## config.mk

```make
export PLATFORM = sky130hd
export DESIGN_NAME = core_ctrl_fsm
export DESIGN_NICKNAME = d
export VERILOG_FILES = /design/src/rtl/core_ctrl_fsm.sv
export SDC_FILE = /design/constraint.sdc
export NUM_CORES = 1
export LEC_CHECK = 0
export BUFFER_PORTS_ARGS = -buffer_cell sky130_fd_sc_hd__buf_2
export CORE_MARGIN = 2
export CORE_UTILIZATION = 50
export CTS_CLUSTER_SIZE = 20
export DETAILED_ROUTE_END_ITERATION = 8
export PLACE_DENSITY = 0.82
export REMOVE_ABC_BUFFERS = 1
export SLEW_MARGIN = 20
export SYNTH_ARGS = -nofsm -noshare
export SYNTH_HDL_FRONTEND = slang
export SYNTH_SLANG_ARGS = --single-unit
```

## constraint.sdc

```tcl
create_clock -name clk -period 6.8 [get_ports clk]
set_clock_uncertainty 0.05 [all_clocks]
set_input_delay 1.02 -clock clk [delete_from_list [all_inputs] [get_ports clk]]
set_output_delay 1.02 -clock clk [all_outputs]
set_load 0.1 [all_outputs]
```

## src/rtl/core_ctrl_fsm.sv

```systemverilog
// Multi-cycle control sequencer for the RV32I core: fetch, register read, execute,
// shift/memory waits and writeback, with sticky halt causes and a retired-instruction counter.
module core_ctrl_fsm #(
    parameter int CNT_W      = 32,
    parameter int WAIT_LIMIT = 0
) (
    input  logic             clk,
    input  logic             reset,
    input  logic [31:0]      instr,
    input  logic             mem_rbusy,
    input  logic             mem_wbusy,
    input  logic             alu_busy,
    output logic             mem_rstrb,
    output logic             mem_wstrb,
    output logic             mem_addr_sel,
    output logic             instr_we,
    output logic             rf_rd_en,
    output logic             alu_start,
    output logic             rf_we,
    output logic             pc_we,
    output logic             halted,
    output logic             illegal,
    output logic             timeout,
    output logic [2:0]       state,
    output logic [CNT_W-1:0] instret
);

    typedef enum logic [2:0] {
        FETCH_INSTR = 3'd0,
        WAIT_INSTR  = 3'd1,
        FETCH_REGS  = 3'd2,
        EXECUTE     = 3'd3,
        WAIT_ALU    = 3'd4,
        WAIT_DATA   = 3'd5,
        WAIT_STORE  = 3'd6,
        HALT        = 3'd7
    } state_t;

    localparam logic [31:0] LIMIT_M1 = (WAIT_LIMIT == 0) ? 32'd0 : 32'(WAIT_LIMIT - 1);

    state_t            state_q, state_d;
    logic              illegal_q, illegal_d;
    logic              timeout_q, timeout_d;
    logic [31:0]       wait_cnt_q, wait_cnt_d;
    logic [CNT_W-1:0]  instret_q;

    logic [4:0] opc;
    logic [2:0] func3;
    logic       rd_nz;
    logic       limit_hit;
    logic       unused_instr;

    assign opc          = instr[6:2];
    assign func3        = instr[14:12];
    assign rd_nz        = |instr[11:7];
    assign unused_instr = ^instr[31:15];
    // True on the cycle in which the counter would reach the limit.
    assign limit_hit    = (WAIT_LIMIT != 0) && (wait_cnt_q >= LIMIT_M1);

    always_comb begin
        mem_rstrb    = 1'b0;
        mem_wstrb    = 1'b0;
        mem_addr_sel = 1'b0;
        instr_we     = 1'b0;
        rf_rd_en     = 1'b0;
        alu_start    = 1'b0;
        rf_we        = 1'b0;
        pc_we        = 1'b0;
        halted       = 1'b0;
        state_d      = state_q;
        illegal_d    = illegal_q;
        timeout_d    = timeout_q;
        wait_cnt_d   = 32'd0;

        case (state_q)
            FETCH_INSTR: begin
                mem_rstrb = 1'b1;
                state_d   = WAIT_INSTR;
            end
            WAIT_INSTR: begin
                wait_cnt_d = wait_cnt_q + 32'd1;
                if (!mem_rbusy) begin
                    instr_we = 1'b1;
                    state_d  = FETCH_REGS;
                end else if (limit_hit) begin
                    timeout_d = 1'b1;
                    state_d   = HALT;
                end
            end
            FETCH_REGS: begin
                rf_rd_en = 1'b1;
                state_d  = EXECUTE;
            end
            EXECUTE: begin
                if (instr[1:0] != 2'b11) begin
                    illegal_d = 1'b1;
                    state_d   = HALT;
                end else begin
                    case (opc)
                        5'b01100, 5'b00100: begin
                            if (func3 == 3'b001 || func3 == 3'b101) begin
                                alu_start = 1'b1;
                                state_d   = WAIT_ALU;
                            end else begin
                                rf_we   = rd_nz;
                                pc_we   = 1'b1;
                                state_d = FETCH_INSTR;
                            end
                        end
                        5'b01101, 5'b00101, 5'b11011, 5'b11001: begin
                            rf_we   = rd_nz;
                            pc_we   = 1'b1;
                            state_d = FETCH_INSTR;
                        end
                        5'b11000: begin
                            pc_we   = 1'b1;
                            state_d = FETCH_INSTR;
                        end
                        5'b00000: begin
                            mem_rstrb    = 1'b1;
                            mem_addr_sel = 1'b1;
                            state_d      = WAIT_DATA;
                        end
                        5'b01000: begin
                            mem_wstrb    = 1'b1;
                            mem_addr_sel = 1'b1;
                            state_d      = WAIT_STORE;
                        end
                        5'b11100: state_d = HALT;
                        default: begin
                            illegal_d = 1'b1;
                            state_d   = HALT;
                        end
                    endcase
                end
            end
            WAIT_ALU: begin
                wait_cnt_d = wait_cnt_q + 32'd1;
                if (!alu_busy) begin
                    rf_we   = rd_nz;
                    pc_we   = 1'b1;
                    state_d = FETCH_INSTR;
                end else if (limit_hit) begin
                    timeout_d = 1'b1;
                    state_d   = HALT;
                end
            end
            WAIT_DATA: begin
                mem_addr_sel = 1'b1;
                wait_cnt_d   = wait_cnt_q + 32'd1;
                if (!mem_rbusy) begin
                    rf_we   = rd_nz;
                    pc_we   = 1'b1;
                    state_d = FETCH_INSTR;
                end else if (limit_hit) begin
                    timeout_d = 1'b1;
                    state_d   = HALT;
                end
            end
            WAIT_STORE: begin
                mem_addr_sel = 1'b1;
                wait_cnt_d   = wait_cnt_q + 32'd1;
                if (!mem_wbusy) begin
                    pc_we   = 1'b1;
                    state_d = FETCH_INSTR;
                end else if (limit_hit) begin
                    timeout_d = 1'b1;
                    state_d   = HALT;
                end
            end
            HALT: halted = 1'b1;
        endcase

        // Strobes must be quiet for the whole time reset is held, not just after the edge.
        if (reset) begin
            mem_rstrb    = 1'b0;
            mem_wstrb    = 1'b0;
            mem_addr_sel = 1'b0;
            instr_we     = 1'b0;
            rf_rd_en     = 1'b0;
            alu_start    = 1'b0;
            rf_we        = 1'b0;
            pc_we        = 1'b0;
            halted       = 1'b0;
        end
    end

    always_ff @(posedge clk or posedge reset) begin
        if (reset) begin
            state_q    <= FETCH_INSTR;
            illegal_q  <= 1'b0;
            timeout_q  <= 1'b0;
            wait_cnt_q <= 32'd0;
            instret_q  <= '0;
        end else begin
            state_q    <= state_d;
            illegal_q  <= illegal_d;
            timeout_q  <= timeout_d;
            wait_cnt_q <= wait_cnt_d;
            if (pc_we) begin
                instret_q <= instret_q + 1'b1;
            end
        end
    end

    assign illegal = illegal_q;
    assign timeout = timeout_q;
    assign state   = state_q;
    assign instret = instret_q;

endmodule

```

Word level (Yosys, flattened, before mapping)
Index checks and enable logic that the tools add are counted.
{"block": "classes", "n_addsub": 1, "eq_ne": 24, "muxes": 48, "reduce_logical": 13}
{"cell": "2-to-1 mux 1 bit", "count": 34}
{"cell": "adder 32 x 1 -> 32 bit, second input constant", "count": 1}
{"cell": "one-hot mux 3 bit (7 select lines)", "count": 1}
{"cell": "equality test 5 bit, second input constant", "count": 4}
{"cell": "2-to-1 mux 3 bit", "count": 6}
{"cell": "equality test 3 bit, second input constant", "count": 5}
{"cell": "equality test 5 x 4 -> 1 bit, second input constant", "count": 3}
{"cell": "one-hot mux 3 bit (4 select lines)", "count": 1}
{"cell": "equality test 5 x 3 -> 1 bit, second input constant", "count": 2}
{"cell": "inequality test 2 bit, second input constant", "count": 5}
{"cell": "OR reduction 10 bit", "count": 1}
{"cell": "OR reduction 5 bit", "count": 2}
{"cell": "one-hot mux 1 bit (2 select lines)", "count": 4}
{"cell": "nonzero test 7 bit", "count": 1}
{"cell": "equality test 3 x 1 -> 1 bit, second input constant", "count": 2}
{"cell": "equality test 3 x 2 -> 1 bit, second input constant", "count": 2}
{"cell": "OR reduction 2 bit", "count": 3}
{"cell": "zero test 5 bit", "count": 1}
{"cell": "AND reduction 5 bit", "count": 1}
{"cell": "one-hot mux 1 bit (4 select lines)", "count": 1}
{"cell": "OR reduction 4 bit", "count": 1}
{"cell": "zero test 3 bit", "count": 1}
{"cell": "one-hot mux 1 bit (3 select lines)", "count": 1}
{"cell": "inequality test 2 x 1 -> 1 bit, second input constant", "count": 1}
{"cell": "2 further kinds", "count": 2}
{"block": "totals", "wordCells": 89, "output_inout_bits": 46, "input_bits": 37, "reg_bits": 36}

Logic depth before layout (Yosys ltp)
{"block": "logic_depth", "depth_word": 7, "mapped_depth": 9, "depth_no_buf": 6}

Worst setup path after synthesis
Ideal clock, no wire load.
{"block": "synth_path", "kind": "reg-to-output", "start": "register state_q[0], in the netlist state[0]", "end": "output alu_start", "arrival_time_ns": 4.462, "slack_ns": 1.268, "n_path_buf": 0, "path_stages_with_launch": 5, "t_required_ns": 5.730, "cell_sequence": "dfrtp_1 -> nand2_2 -> nor3_1 -> nand2_1 -> nor4bb_1"}
{"block": "synth_between", "elab_chain_len": 3}
{"item": "start, declared", "line": "41", "rtl": "state_t state_q, state_d;"}
{"item": "start signal, assigned", "line": "196", "rtl": "state_q <= state_d;"}
{"item": "equality test 3 x 2 -> 1 bit", "line": "75", "rtl": "case (state_q)"}
{"item": "2-to-1 mux 1 bit", "line": "75"}
{"item": "2-to-1 mux 1 bit", "line": "175", "rtl": "if (reset) begin"}
{"item": "end, declared", "line": "18", "rtl": "output logic alu_start,"}
No other way between the ends.

Worst setup path after layout
{"block": "layout_path", "start": "input instr[2]", "end": "output pc_we"}
{"block": "layout_between", "elab_chain_len": 6, "word_cells_on_any_way": 13, "cone_classes": "eq/ne: 7; mux: 4; reduce/logical: 2"}
{"item": "start, declared", "line": "9", "rtl": "input logic [31:0] instr,"}
{"item": "equality test 5 bit (tied with other cells)", "line": "99", "rtl": "case (opc)"}
{"item": "OR reduction 5 bit (no source line) / OR reduction 2 bit (equally long branches)"}
{"item": "one-hot mux 1 bit (2 select lines) (*)", "line": "99"}
{"item": "2-to-1 mux 1 bit (*)", "line": "95", "rtl": "if (instr[1:0] != 2'b11) begin"}
{"item": "one-hot mux 1 bit (4 select lines) (*)", "line": "75"}
{"item": "2-to-1 mux 1 bit (*)", "line": "175"}
{"item": "end, declared", "line": "20", "rtl": "output logic pc_we,"}
Every way passes the cells marked *; elsewhere a longest branch is shown, timed or not.

==> qor.csv <==
stage;metric;value;unit
run_status;status;finished clean;
clocking;htree_levels;2;
synth;synthCells;211;
timing;setup_violations;0;
timing;relSlewSlack;37.6;%
power;p_int;0.000377;W
clocking;clkTransAtPathRegs;0.06;ns
route;final_antenna_net_count;0;
synth;synthDistinctLibCells;44;
setup_path;cp.required;5.73;ns
place;dp_slack;2.56;ns
die;die-area;4620;µm²
min_path;hold_class;reg -> reg;
route;drt_wl_total;4340;µm
power;pwr-share-clk;17.4;%
clocking;numCtsBuffers;5;
synth;synth_seq_cells;36;
timing;rsz0062_at_grt;false;
clocking;post_cts_resized;0;
synth;yosysWarnings;0;
clocking;clk_path_buf_depth;2;
power;p_switching;0.000414;W
layout;drive_gt1_share;30.3;%
setup_path;end_kind;primary output;
layout;diodes;0;
timing;period_needed;4.24;ns
route;first_pass_iters;4;
clocking;clk_latency;0.28;ns
timing;fin_ws;2.56;ns
timing;hold_viol;0;
setup_path;worstSetupPathType;in -> out;
run;drv_cap;0;
die;start_util;51.6;%
route;drt_iter0_markers;101;
synth;synth-edff-count;0;
power;p_seq_share;35.5;%
power;p_per_area;322;nW/µm²
synth;synthFlopType;dfrtp_1;
route;via_per_inst;5.48;
die;core_region_area;3970;µm²
layout;final_nets;312;
route;route.vias.total;1777;
timing;drv_slew;0;
power;p_leak;1.24;nW
timing;tightest_slew;0.936;ns
grt;antenna_found_initial;0;
layout;final_common_cell;buf_2;
timing;max_freq;236;MHz
route;wl_per_cell;13.4;µm
synth;async_flop_share;100;%
die;ioPinCount;83;
place;port_buffers;63;
layout;final_cell_area;2460;µm²
layout;area_growth;19.9;%
layout;layout_common_cells;buf_2, dfrtp_1, nand2_1, xnor2_1, nor2_1;
grt;grtUsageTotal;20.5;%
setup_path;start_kind;input pin;
setup_path;arrival;3.17;ns
clocking;cts_root_buf;clkbuf_8;
clocking;cts_tree;yes;
setup_path;crit_fanout;19;
grt;grt_first_pass_wirelength;7070;µm
clocking;cts_sinks;36;
grt;grt_overflow;0;
timing;period_share;62.4;%
place;placed_cell_area;2380;µm²
die;die_h;68.0;µm
power;switching_share;52.3;%
die;rows;23;
grt;first_global_vias;1569;
synth;syn_area;2050;µm²
place;dp_hpwl;3200;µm
grt;grt_max_degree;38;
route;drc;0;
power;peakVddDrop;0.208;mV
place;gp_congestion;0.857;
power;p_comb_share;47.1;%
synth;ys_seq_area_share;44.0;%
clocking;hold_buffers;0;
die;dieWidth;68.0;µm
clocking;cts_setup_buffers;0;
synth;syn_avg_cell_area;9.71;µm²
timing;fin_tns_setup;0;ns
-- synth_stat cells, types with 3 or more instances --
cell type  count  area share [%]
dfrtp_1       36              44
inv_1          6             1.1
xnor2_1       19             8.1
and3_1         6             1.8
nand4_1       11             3.4
nand3_1       13             3.2
nor3_1         9             2.2
nand2_1       22             4.0
nor2_1        14             2.6
nor2b_1        4             1.2
a21oi_1        4            0.98
xor2_1        13             5.6
o21ai_0        7             1.7
nor3_2         5             2.4
nor4_2         3             1.8
-- stage by stage --
| stage | instances | hold WS, ns | total power (W) | util, % |
|---|---|---|---|---|
| detailed placement | 317 | 0.399 | 0.000657 | 59.9 |
| global route | 324 | 0.427 | 0.000829 | 61.8 |
| CTS | 324 | 0.413 | 0.000797 | 61.8 |
| finish | 324 | 0.406 | 0.000791 | 61.8 |
| floorplan | 203 | 0.942 | 0.000592 | - |
| global placement | 317 | 0.398 | 0.000654 | 59.9 |
-- state kept, by name, summed over array words and instances, names as in the netlist --
name     cells
state        3
illegal      1
instret     32
-- worst paths after layout --
| path | end | slack [ns] | cells past startpoint | startpoint |
|---|---|---|---|---|
| max | pc_we | 2.56 | 6 | instr[2] |
| min | illegal | 0.41 | 1 | illegal |
| max reg2reg | instret[30] | 4.30 | 6 | state[1] |
| min reg2reg | illegal | 0.41 | 1 | illegal |
| max in group asynchronous | instret[19] | 5.49 | 3 | reset |
| min in group asynchronous | instret[13] | 0.89 | 3 | reset |
-- power groups by stage --
stage | clock network [W] | registers [W] | logic (W)
3_5_place_dp | 0 | 0.000283 | 0.000373
3_3_place_gp | 0 | 0.000283 | 0.000371
6_report | 0.000138 | 0.000281 | 0.000372
4_1_cts | 0.000143 | 0.000280 | 0.000374
2_1_floorplan | 0 | 0.000434 | 0.000158
5_1_grt | 0.000150 | 0.000286 | 0.000392
-- metal layers --
layer | share of wire (%) | GRT usage (%)
met5 | 0 | 0
met4 | 1.5 | 8.00
met3 | 7.2 | 5.43
met2 | 46 | 31.1
met1 | 46 | 28.1
-- critical path, stage by stage --
cell and delay [ns]:
buf_2 0.13, or3b_1 0.41, a32oi_1 0.22, o22a_1 0.81, inv_4 0.20, buf_2 0.37
-- final cells by class --
cell class	instances	area (µm²)
Clock buffer	6	72.6
Timing Repair Buffer	64	323
Clock inverter	1	5.00
Inverter	7	28.8
Fill cell	346	1520
Multi-Input combinational cell	160	1060
Sequential cell	36	901
Tap cell	50	62.6
-- kinds of logic (layout without fill, tap and decap cells) --
logic type / Yosys count / in the layout / share of synthesized area (%)
AO/OA/AOI/OAI: 21 / 21 / 6.35
XOR/XNOR: 32 / 32 / 13.7
adder cells (fa/ha/maj): 1 / 1 / 0.611
buffers and inverters: 15 / 78 / 4.09
flip-flops: 36 / 36 / 44.0
multiplexers: 1 / 1 / 0.489
other: 1 / 1 / 0.183
AND/OR/NAND/NOR: 104 / 104 / 30.6
Power figures use the tool's default switching activity.
